--- src/rtl/nco_sweep_ctrl.sv ---
// Frequency sweep sequencer feeding an NCO fcw port: steps fcw_out from a start to a stop word, dwell+1 cycles per word.
// Optional NCO_SWEEP_LOOP_EN: wraps back to the start word at the stop word instead of finishing.
module nco_sweep_ctrl #(
    parameter int FCW_W   = 16,
    parameter int DWELL_W = 16
) (
    input  logic               clk,
    input  logic               rst,
    input  logic               start,
    input  logic               abort,
    input  logic [FCW_W-1:0]   fcw_start,
    input  logic [FCW_W-1:0]   fcw_stop,
    input  logic [FCW_W-1:0]   fcw_step,
    input  logic [DWELL_W-1:0] dwell,
    output logic [FCW_W-1:0]   fcw_out,
    output logic               fcw_valid,
    output logic               busy,
    output logic               done
);

    typedef enum logic [1:0] {
        IDLE   = 2'd0,
        RUN    = 2'd1,
        FINISH = 2'd2
    } state_t;

    state_t state, state_nxt;

    logic [FCW_W-1:0]   stop_q;
    logic [FCW_W-1:0]   step_q;
    logic [DWELL_W-1:0] dwell_q;
    logic               up_q;
`ifdef NCO_SWEEP_LOOP_EN
    logic [FCW_W-1:0]   start_q;
`endif

    logic [DWELL_W-1:0] cnt, cnt_nxt;
    logic [FCW_W-1:0]   fcw_nxt;
    logic               valid_nxt;
    logic               busy_nxt;
    logic               done_nxt;
    logic               latch;

    logic [FCW_W:0]     sum_up;
    logic [FCW_W:0]     diff_dn;
    logic [FCW_W-1:0]   hop_val;

    // One extra bit catches carry/borrow so the hop clamps to the stop word instead of wrapping.
    always_comb begin
        sum_up  = {1'b0, fcw_out} + {1'b0, step_q};
        diff_dn = {1'b0, fcw_out} - {1'b0, step_q};
        if (up_q) begin
            hop_val = (sum_up >= {1'b0, stop_q}) ? stop_q : sum_up[FCW_W-1:0];
        end else begin
            hop_val = (diff_dn[FCW_W] || (diff_dn[FCW_W-1:0] <= stop_q)) ? stop_q
                                                                        : diff_dn[FCW_W-1:0];
        end
    end

    always_ff @(posedge clk or posedge rst) begin
        if (rst) begin
            state <= IDLE;
        end else begin
            state <= state_nxt;
        end
    end

    always_comb begin
        state_nxt = state;
        fcw_nxt   = fcw_out;
        cnt_nxt   = cnt;
        valid_nxt = 1'b0;
        busy_nxt  = 1'b0;
        done_nxt  = 1'b0;
        latch     = 1'b0;
        case (state)
            IDLE: begin
                if (start && !abort) begin
                    latch     = 1'b1;
                    state_nxt = RUN;
                    fcw_nxt   = fcw_start;
                    cnt_nxt   = '0;
                    valid_nxt = 1'b1;
                    busy_nxt  = 1'b1;
                end
            end
            RUN: begin
                if (abort) begin
                    state_nxt = IDLE;
                    cnt_nxt   = '0;
                end else begin
                    busy_nxt = 1'b1;
                    if (cnt == dwell_q) begin
                        cnt_nxt = '0;
                        if (fcw_out != stop_q) begin
                            fcw_nxt   = hop_val;
                            valid_nxt = 1'b1;
                        end else begin
`ifdef NCO_SWEEP_LOOP_EN
                            fcw_nxt   = start_q;
                            valid_nxt = 1'b1;
                            done_nxt  = 1'b1;
`else
                            state_nxt = FINISH;
                            busy_nxt  = 1'b0;
                            done_nxt  = 1'b1;
`endif
                        end
                    end else begin
                        cnt_nxt = cnt + 1'b1;
                    end
                end
            end
            FINISH: begin
                state_nxt = IDLE;
            end
            default: begin
                state_nxt = IDLE;
            end
        endcase
    end

    always_ff @(posedge clk or posedge rst) begin
        if (rst) begin
            fcw_out   <= '0;
            fcw_valid <= 1'b0;
            busy      <= 1'b0;
            done      <= 1'b0;
            cnt       <= '0;
        end else begin
            fcw_out   <= fcw_nxt;
            fcw_valid <= valid_nxt;
            busy      <= busy_nxt;
            done      <= done_nxt;
            cnt       <= cnt_nxt;
        end
    end

    // Configuration is frozen at the start cycle; a zero step would never reach stop, so it becomes 1.
    always_ff @(posedge clk or posedge rst) begin
        if (rst) begin
            stop_q  <= '0;
            step_q  <= '0;
            dwell_q <= '0;
            up_q    <= 1'b0;
        end else if (latch) begin
            stop_q  <= fcw_stop;
            step_q  <= (fcw_step == '0) ? FCW_W'(1) : fcw_step;
            dwell_q <= dwell;
            up_q    <= (fcw_start <= fcw_stop);
        end
    end

`ifdef NCO_SWEEP_LOOP_EN
    always_ff @(posedge clk or posedge rst) begin
        if (rst) begin
            start_q <= '0;
        end else if (latch) begin
            start_q <= fcw_start;
        end
    end
`endif

endmodule
--- config.mk ---
export PLATFORM = sky130hd
export DESIGN_NAME = nco_sweep_ctrl
export DESIGN_NICKNAME = d
export VERILOG_FILES = /design/src/rtl/nco_sweep_ctrl.sv
export SDC_FILE = /design/constraint.sdc
export NUM_CORES = 1
export LEC_CHECK = 0
export BUFFER_PORTS_ARGS = -buffer_cell sky130_fd_sc_hd__buf_2
export CORE_AREA = 2 2 138 100
export CTS_BUF_LIST = sky130_fd_sc_hd__clkbuf_16
export DETAILED_ROUTE_END_ITERATION = 7
export DIE_AREA = 0 0 140 102
export HOLD_SLACK_MARGIN = 0.02
export PLACE_DENSITY = 0.83
export SKIP_CTS_REPAIR_TIMING = 1
export SYNTH_ARGS = -nofsm -noshare
export SYNTH_HDL_FRONTEND = slang
export SYNTH_SLANG_ARGS = --single-unit
--- constraint.sdc ---
create_clock -name clk -period 8.4 [get_ports clk]
set_clock_uncertainty 0.1 [all_clocks]
set_input_delay 0.84 -clock clk [delete_from_list [all_inputs] [get_ports clk]]
set_output_delay 0.84 -clock clk [all_outputs]
set_load 0.05 [all_outputs]
[After elaboration in Yosys (flattened, before gate mapping)]
Cells that the tools add are included.
Storage, ports and cells
  register bits: 86
  output and inout bits: 19
  logic and storage cells: 65
Cells by class
  $add $sub $neg: 3
  order comparisons: 3
  eq/ne operators: 9
  multiplexer cells: 31
  reduce and logical (&&, ||, !) cells: 9
Operator list (number)
  2-to-1 mux 16 bit: 11
  one-hot mux 16 bit (2 select lines): 2
  less-or-equal comparator 16 bit: 2
  adder 16 x 16 -> 17 bit: 1
  >= comparator 17 x 16 -> 1 bit: 1
  subtractor 16 x 16 -> 17 bit: 1
  adder 16 x 1 -> 16 bit, second input constant: 1
  equality test 16 bit: 1
  zero test 16 bit: 1
  != test 16 bit: 1
  2-to-1 mux 1 bit: 11
  2-to-1 mux 2 bit: 4
  != test 2 bit, second input constant: 4
  != test 3 bit, second input constant: 2
  AND reduction 5 bit: 1
  one-hot mux 1 bit (2 select lines): 2
  one-hot mux 2 bit (2 select lines): 1
  AND reduction 3 bit: 1
  equality test 2 x 1 -> 1 bit, second input constant: 1
  zero test 2 bit: 1
  AND reduction 2 bit: 1
  nonzero test 2 bit: 1
  logical AND 1 bit: 1
  zero test 1 bit: 1
  logical OR 1 bit: 1

[Longest topological paths before layout]
Gate-level depths: netlist of the first run.
  depth in word-level cells: 9
  gate-level depth with buffers: 20
  mapped depth without buffers: 18

[Least setup slack after synthesis of the first run]
OpenSTA, ideal clock, no wires.
  kind: register to register
  start: reg fcw_out[0]
  end: reg fcw_out[10]
  setup time: 0.124 ns
  data arrival time: 4.213 ns
  required time: 8.176 ns
  path slack: 3.963 ns
  cell stages (with the launch flop): 18
  buffers on the path: 1
  period minus slack after synthesis: 4.437 ns
  cells stage by stage: dfrtp_1 ha_1 fa_1 nor2b_1 o221ai_2 a211o_1 a211oi_1 nor4_1 a211oi_2 ha_1 a21o_1 a211oi_1 o21ai_0 a211oi_2 buf_6 mux2i_1 a221oi_1 a211o_1
On the way
  word-level cells in the longest chain between the ends: 9
  elaborated cells between the ends (all ways): 15
Ends and longest elaborated chain
  start, declared: RTL line 15  | output logic [FCW_W-1:0] fcw_out,
  start signal, assigned: RTL line 131  | fcw_out <= fcw_nxt;
  subtractor 16 x 16 -> 17 bit: RTL line 51  | diff_dn = {1'b0, fcw_out} - {1'b0, step_q};
  less-or-equal comparator 16 bit: RTL line 55  | hop_val = (diff_dn[FCW_W] || (diff_dn[FCW_W-1:0] <= stop_q)) ? stop_q
  logical OR 1 bit: RTL line 55
  2-to-1 mux 16 bit: RTL line 55
  2-to-1 mux 16 bit: RTL line 52  | if (up_q) begin
  2-to-1 mux 16 bit: RTL line 95  | if (fcw_out != stop_q) begin
  2-to-1 mux 16 bit: RTL line 93  | if (cnt == dwell_q) begin
  2-to-1 mux 16 bit: RTL line 88  | if (abort) begin
  one-hot mux 16 bit (2 select lines): RTL line 76  | case (state)
Parallel ways exist; a longest one is shown, timed or not. The select of a mux whose other input is x is not followed.
A chain may end at the register's enable or synchronous reset.

[Final worst setup path of the first run]
  start: reg fcw_out[5]
  end: reg fcw_out[2]
The elaborated chain is that of the path after synthesis.

==> results of run 1 <==
## worst max-delay path, delay by kind of cell (launching register included)
family	cells	cell delay, ns
multiplexers	1	0.43
AO/OA/AOI/OAI	9	3.14
AND/OR/NAND/NOR	3	0.47
adder cells (fa/ha/maj)	2	0.70
flip-flops	1	0.45
## flip-flops by register name, indices dropped and copies added, names as in the netlist
register	count
cnt	16
dwell_q	16
fcw_out	16
step_q	16
stop_q	16
state	2
busy	1
done	1
fcw_valid	1
up_q	1
## worst max path at each step
| stage | endpoint | slack (ns) | cells past startpoint | start |
|---|---|---|---|---|
| global placement | fcw_out[2] | 3.36 | 15 | fcw_out[2] |
| CTS | fcw_out[2] | 3.13 | 15 | fcw_out[5] |
| finish | fcw_out[2] | 2.98 | 15 | fcw_out[5] |
| detailed placement | fcw_out[2] | 3.24 | 15 | fcw_out[2] |
| global route | fcw_out[2] | 2.63 | 15 | fcw_out[5] |
| floorplan | fcw_out[10] | 3.96 | 17 | fcw_out[0] |
## power breakdown
part / internal [W] / leakage (nW) / switching (W)
Clock: 0.000232 / 0.142 / 0.000181
Combinational: 0.000512 / 2.55 / 0.000819
Sequential: 0.000479 / 1.08 / 0.0000867
## cell usage after synthesis, types with 13 or more instances
master	count	area, sq um
a21oi_1	44	220
ha_1	81	1010
nand4_1	17	106
dfrtp_1	86	2150
nand3_1	16	80.1
nor4_1	19	119
nor2_1	55	206
nand2_1	117	439
xnor2_1	21	184
o21ai_0	67	335
nor3_1	13	65.1
xor2_1	46	403
inv_1	61	229
## logic make-up after synthesis
kind of cell               synth area share (%)
adders and majority gates                  15.1
buffers and inverters                      6.14
xor gates and xnor gates                   8.39
DFF                                        30.8
AOI/OAI and AO/OA                          18.3
and+or+nand+nor                            19.9
muxes                                      1.41
## layer usage
metal / up-vias / wire [microns]
li1: 3043 / -
met1: 2961 / 9590
met2: 316 / 7880
met3: 41 / 2060
met4: 0 / 466
met5: - / 0
## layout make-up
cell class	instances	area, sq um
Inverter	63	238
Timing Repair Buffer	88	445
Tap cell	166	208
Clock inverter	7	72.6
Multi-Input combinational cell	647	4420
Clock buffer	9	225
Fill cell	1130	5160
Sequential cell	86	2150
## metrics by stage
| stage | worst slack [ns] | power [W] | cell area, sq um |
|---|---|---|---|
| floorplan | 3.96 | 0.00158 | 6990 |
| global placement | 3.36 | 0.00183 | 7460 |
| detailed placement | 3.24 | 0.00186 | 7460 |
| CTS | 3.13 | 0.00228 | 7760 |
| global route | 2.63 | 0.00248 | 7760 |
| finish | 2.98 | 0.00231 | 7760 |
==> metrics.yaml, run 1 <==
ios: 87
fmax_mhz: 184
initial_utilization_pct: 54.1
antenna_cells: 0
post-route-period-util_pct: 64.5
power_density_nw_per_um2: 298
power.leakage_nw: 3.78
path_cells: "ha_1 > nor2_1 > o221ai_2 > a211o_1 > a211oi_1 > nor4_1 > a211oi_2 > ha_1 > a21o_1 > a211oi_1 > o21ai_0 > a211oi_2 > mux2_2 > a221oi_1 > nor3_1"
setup_violations: 0
cp_max_fo: 12
antenna_found_initial: 0
clk_latency_ns: 0.35
violations: "DRC"
syn_inst: 825
post-route-min-period_ns: 5.42
routed_wl_mm: 20.0
area_delta_synth_final_pct: 11.0
relSlewSlack_pct: 28.8
grt_pass1_wl_mm: 32.1
synth_fp_nets: 976
synth_edf_count: 0
r2r_slack_ns: 2.98
first_global_vias: 5884
wire_per_inst_microns: 18.8
nets: 1046
dp.cells: 1050
syn_area_sq_um: 6990
rsz0062_at_grt: "no"
vias: 6361
drive_gt1_share_pct: 14.8
track_usage_pct: 29.0
hold_viol: 0
arrival_ns: 5.54
grt_overflow: 0
final_common_cell: "nand2_1"
ir_worst_vdd_mv: 0.154
whs_ns: 0.359
coreArea_sq_um: 12900
setup_tns_ns: 0
worst_pin_slew_ns: 1.07
grt_max_degree: 89
dieArea_sq_um: 14300
worstRegToRegCells: 15
syn_area_per_cell_sq_um: 8.48
first_pass_iters: 8
required_ns: 8.52
status: "complete, but fails checks"
cts-root-buf: "clkbuf_16"
cts_tree: "built"
hold_path_class: "in2async"
ys_async_sr_fraction_pct: 100
gp_congestion: 1.01
yosys_warnings: 0
die_w_microns: 140
layout_common_cells: "117 x nand2_1, 86 x dfrtp_1, 86 x buf_2"
max_stage_delay_ns: 0.87
post_layout_nonfiller_instances: 1066
first_iter_violations: 608
grt_util_met1_pct: 43.2
drv_cap: 0
yosys_most_used_dff: "dfrtp_1"
grtUsageMet3_pct: 9.09
synth.distinct_cells: 78
busiest_layer: "met1"
dp_hpwl_mm: 15.5
cts_sinks: 86
cts_max_level: 3
cp-start-kind: "flip-flop"
avgViaCountPerCell: 5.97
port_buffers: 86
drcViolationCount: 3
final_util_pct: 60.1
worstReg2RegEnd: "fcw_out[2]"
cts_buffer_depth: 2
finalMaxSlewViolations: 0
rows: 35
yosysSeqAreaShare_pct: 30.8
antenna_left: 0
crit_type: "reg2reg"
rr_startpoint: "fcw_out[5]"
ys_ff_latch: 86
cts_buffers: 9
die_h_microns: 102
grtUsageMet2_pct: 40.3
clkSlewWorstSetupHoldPaths_ns: 0.06
end_kind: "flip-flop"
slowest_stage: "a211oi_2"
(Power assumes the default switching activity.)
==> inputs of run 2 (changes only) <==
ABC_AREA = 1   (was default)
CORE_AREA = 2 2 145 104   (was 2 2 138 100)
DIE_AREA = 0 0 147 106   (was 0 0 140 102)
clock period = 5.5 ns   (was 8.4 ns; I/O delays follow)
==> run 2 against run 1 <==
Against the previous run:
- the flow now finishes without violations
- cell count increased by 34%
- worst setup slack got worse by 1.8 ns
- worst hold slack got worse by 0.073 ns
- count of clock-buffer cells in the layout unchanged
- largest power group unchanged
==> metrics.yaml, run 2 <==
post-route-period-util_pct: 77.9
clock_power_share_pct: 9.9
synth.distinct_cells: 44
status: "complete, no violations"
yosys_most_used_dff: "dfrtp_1"
synth_common_cells: "351 x nand2_1, 145 x inv_1, 119 x nor2_1, 87 x nand3_1, 86 x dfrtp_1"
crit_buf_inv: 1
crit_type: "reg2reg"
relSlewSlack_pct: 24.5
port_buffers: 86
grt_overflow: 0
seqPwrFrac_pct: 17.4
setup_violations: 0
cts_tree: "built"
syn_area_per_cell_sq_um: 6.63
internal_power_w: 0.00256
drcViolationCount: 0
cts_max_level: 3
gp_congestion: 1.01
antenna_left: 0
antenna_found_initial: 0
grt_max_degree: 87
setup_tns_ns: 0
required_ns: 5.65
wire_per_inst_microns: 16.0
cp_common_cell: "nand2_1"
power.share.switching_pct: 57.6
initial_utilization_pct: 53.6
rsz0062_at_grt: "no"
grt_pass1_wl_mm: 37.4
post-route-min-period_ns: 4.29
drv_cap: 0
netlist.area_leader.share_pct: 28.0
comb_power_share_pct: 72.7
finalMaxSlewViolations: 0
die_h_microns: 106
coreArea_sq_um: 14400
area_delta_synth_final_pct: 10.6
yosysSeqAreaShare_pct: 28.0
track_usage_pct: 30.6
cts_sinks: 86
ios: 87
dp.cells: 1411
cp-start-kind: "flip-flop"
ys_ff_latch: 86
dp_hpwl_mm: 17.9
syn_inst: 1161
hold_path_class: "in2reg"
path_cells: "ha_1 > a21oi_1 > o21ai_1 > nand2_1 > nand2_1 > or2_2 > nand2_1 > inv_1 > ha_1 > nand2_1 > nor2_1 > nand2_1 > nand2_1 > nand2_1 > nand2_1 > nand3_2 > nor2_1 > nor2_1 > nor2_1 > nand2_1 > nand2_1 > nand2_1"
power.leakage_nw: 4.60
first_pass_iters: 5
max_stage_delay_ns: 0.48
yosysTopAreaCell: "dfrtp_1"
ir_worst_vdd_mv: 0.441
routed_wl_mm: 22.9
nets: 1378
dieArea_sq_um: 15600
synth_area_leaders: "dfrtp_1 28%, nand2_1 17%, ha_1 13%, inv_1 7.1%, nor2_1 5.8%"
slowest_stage: "nand3_2"
power.total_w: 0.00604
p_sw_w: 0.00348
synth_fp_nets: 1312
drive_gt1_share_pct: 10.2
clkSlewWorstSetupHoldPaths_ns: 0.07
die_w_microns: 147
cts_buffer_depth: 2
cp_max_fo: 32
cts-root-buf: "clkbuf_16"
avgViaCountPerCell: 5.46
arrival_ns: 4.43
rows: 37
worst_pin_slew_ns: 1.13
end_kind: "flip-flop"
syn_area_sq_um: 7690
ys_async_sr_fraction_pct: 100
clk_latency_ns: 0.37
layout_common_cells: "351 x nand2_1, 145 x inv_1, 118 x nor2_1"
cpLargestDelayFamily: "simple AND/OR/NAND/NOR gates"
fmax_mhz: 233
cts_buffers: 9
final_common_cell: "nand2_1"
power_density_nw_per_um2: 710
vias: 7786
first_global_vias: 7215
whs_ns: 0.286
yosys_warnings: 0
first_iter_violations: 649
antenna_cells: 0
synth_most_common_cell: "nand2_1"
hold_viol: 0
post_layout_nonfiller_instances: 1427
synth_edf_count: 0
-- run 2: cell count changes in the layout (fill, tap and decap cells not counted), moves of 9 or more --
cell / change
inv_1: +85
nor4_1: -13
and3_1: -9
nand2_1: +234
a211oi_1: -9
nor2b_1: -10
nand3_1: +71
nor2_1: +63
xor2_1: -27
-- run 2: cell type report --
type	instances	area, sq um
Clock buffer	9	225
Clock inverter	7	47.5
Fill cell	1375	5840
Inverter	155	583
Multi-Input combinational cell	885	4800
Sequential cell	86	2150
Tap cell	195	244
Timing Repair Buffer	90	460
-- run 2: power by group through the flow --
stage	clock, W	combinational [W]	sequential, W
final	0.000600	0.00439	0.00105
after global routing	0.000627	0.00497	0.00108
after CTS	0.000603	0.00430	0.00105
after detailed placement	0	0.00426	0.00106
after global placement	0	0.00420	0.00105
after floorplan	0	0.00315	0.00118
-- run 2: path summary, 6_finish.rpt --
check	to	depth (start not counted)	slack (ns)	from
max	fcw_out[13]	22	1.21	fcw_out[2]
min	dwell_q[5]	3	0.29	dwell[5]
max reg2reg	fcw_out[13]	22	1.21	fcw_out[2]
min reg2reg	dwell_q[4]	2	0.39	dwell_q[4]
max in group asynchronous	stop_q[15]	3	4.12	rst
min in group asynchronous	stop_q[3]	3	0.45	rst
-- run 2: metrics by stage --
step / util [%] / area, sq um / worst slack (ns)
6_report: 59.3 / 8510 / 1.21
5_1_grt: 59.3 / 8510 / 0.755
4_1_cts: 59.3 / 8510 / 1.30
3_5_place_dp: 57.4 / 8240 / 1.40
3_3_place_gp: 57.4 / 8240 / 1.45
2_1_floorplan: - / 7690 / 1.96
-- run 2: routing by layer --
layer  vias to the layer above  GRT usage (%)  share of wire (%)
met4                         0           8.45                1.8
li1                       3858              -                  -
met3                        29           7.25                 10
met1                      3540           46.6                 48
met2                       359           43.0                 40
met5                         -              0                  0
-- run 2: tightest hold or removal path, stage by stage --
cell and delay (ns):
buf_2 0.08, nand2_1 0.04, nand2_1 0.05
-- run 2: cell families (layout without fill, tap and decap cells) --
logic type      count (synthesis)  in the layout  share of synthesized area, %
flops                          86             86                          28.0
xor+xnor                       43             43                          4.89
simple gates                  619            619                          33.9
fa+ha+maj                      83             83                          13.7
compound gates                140            140                          9.79
buf+inv                       190            261                          9.80
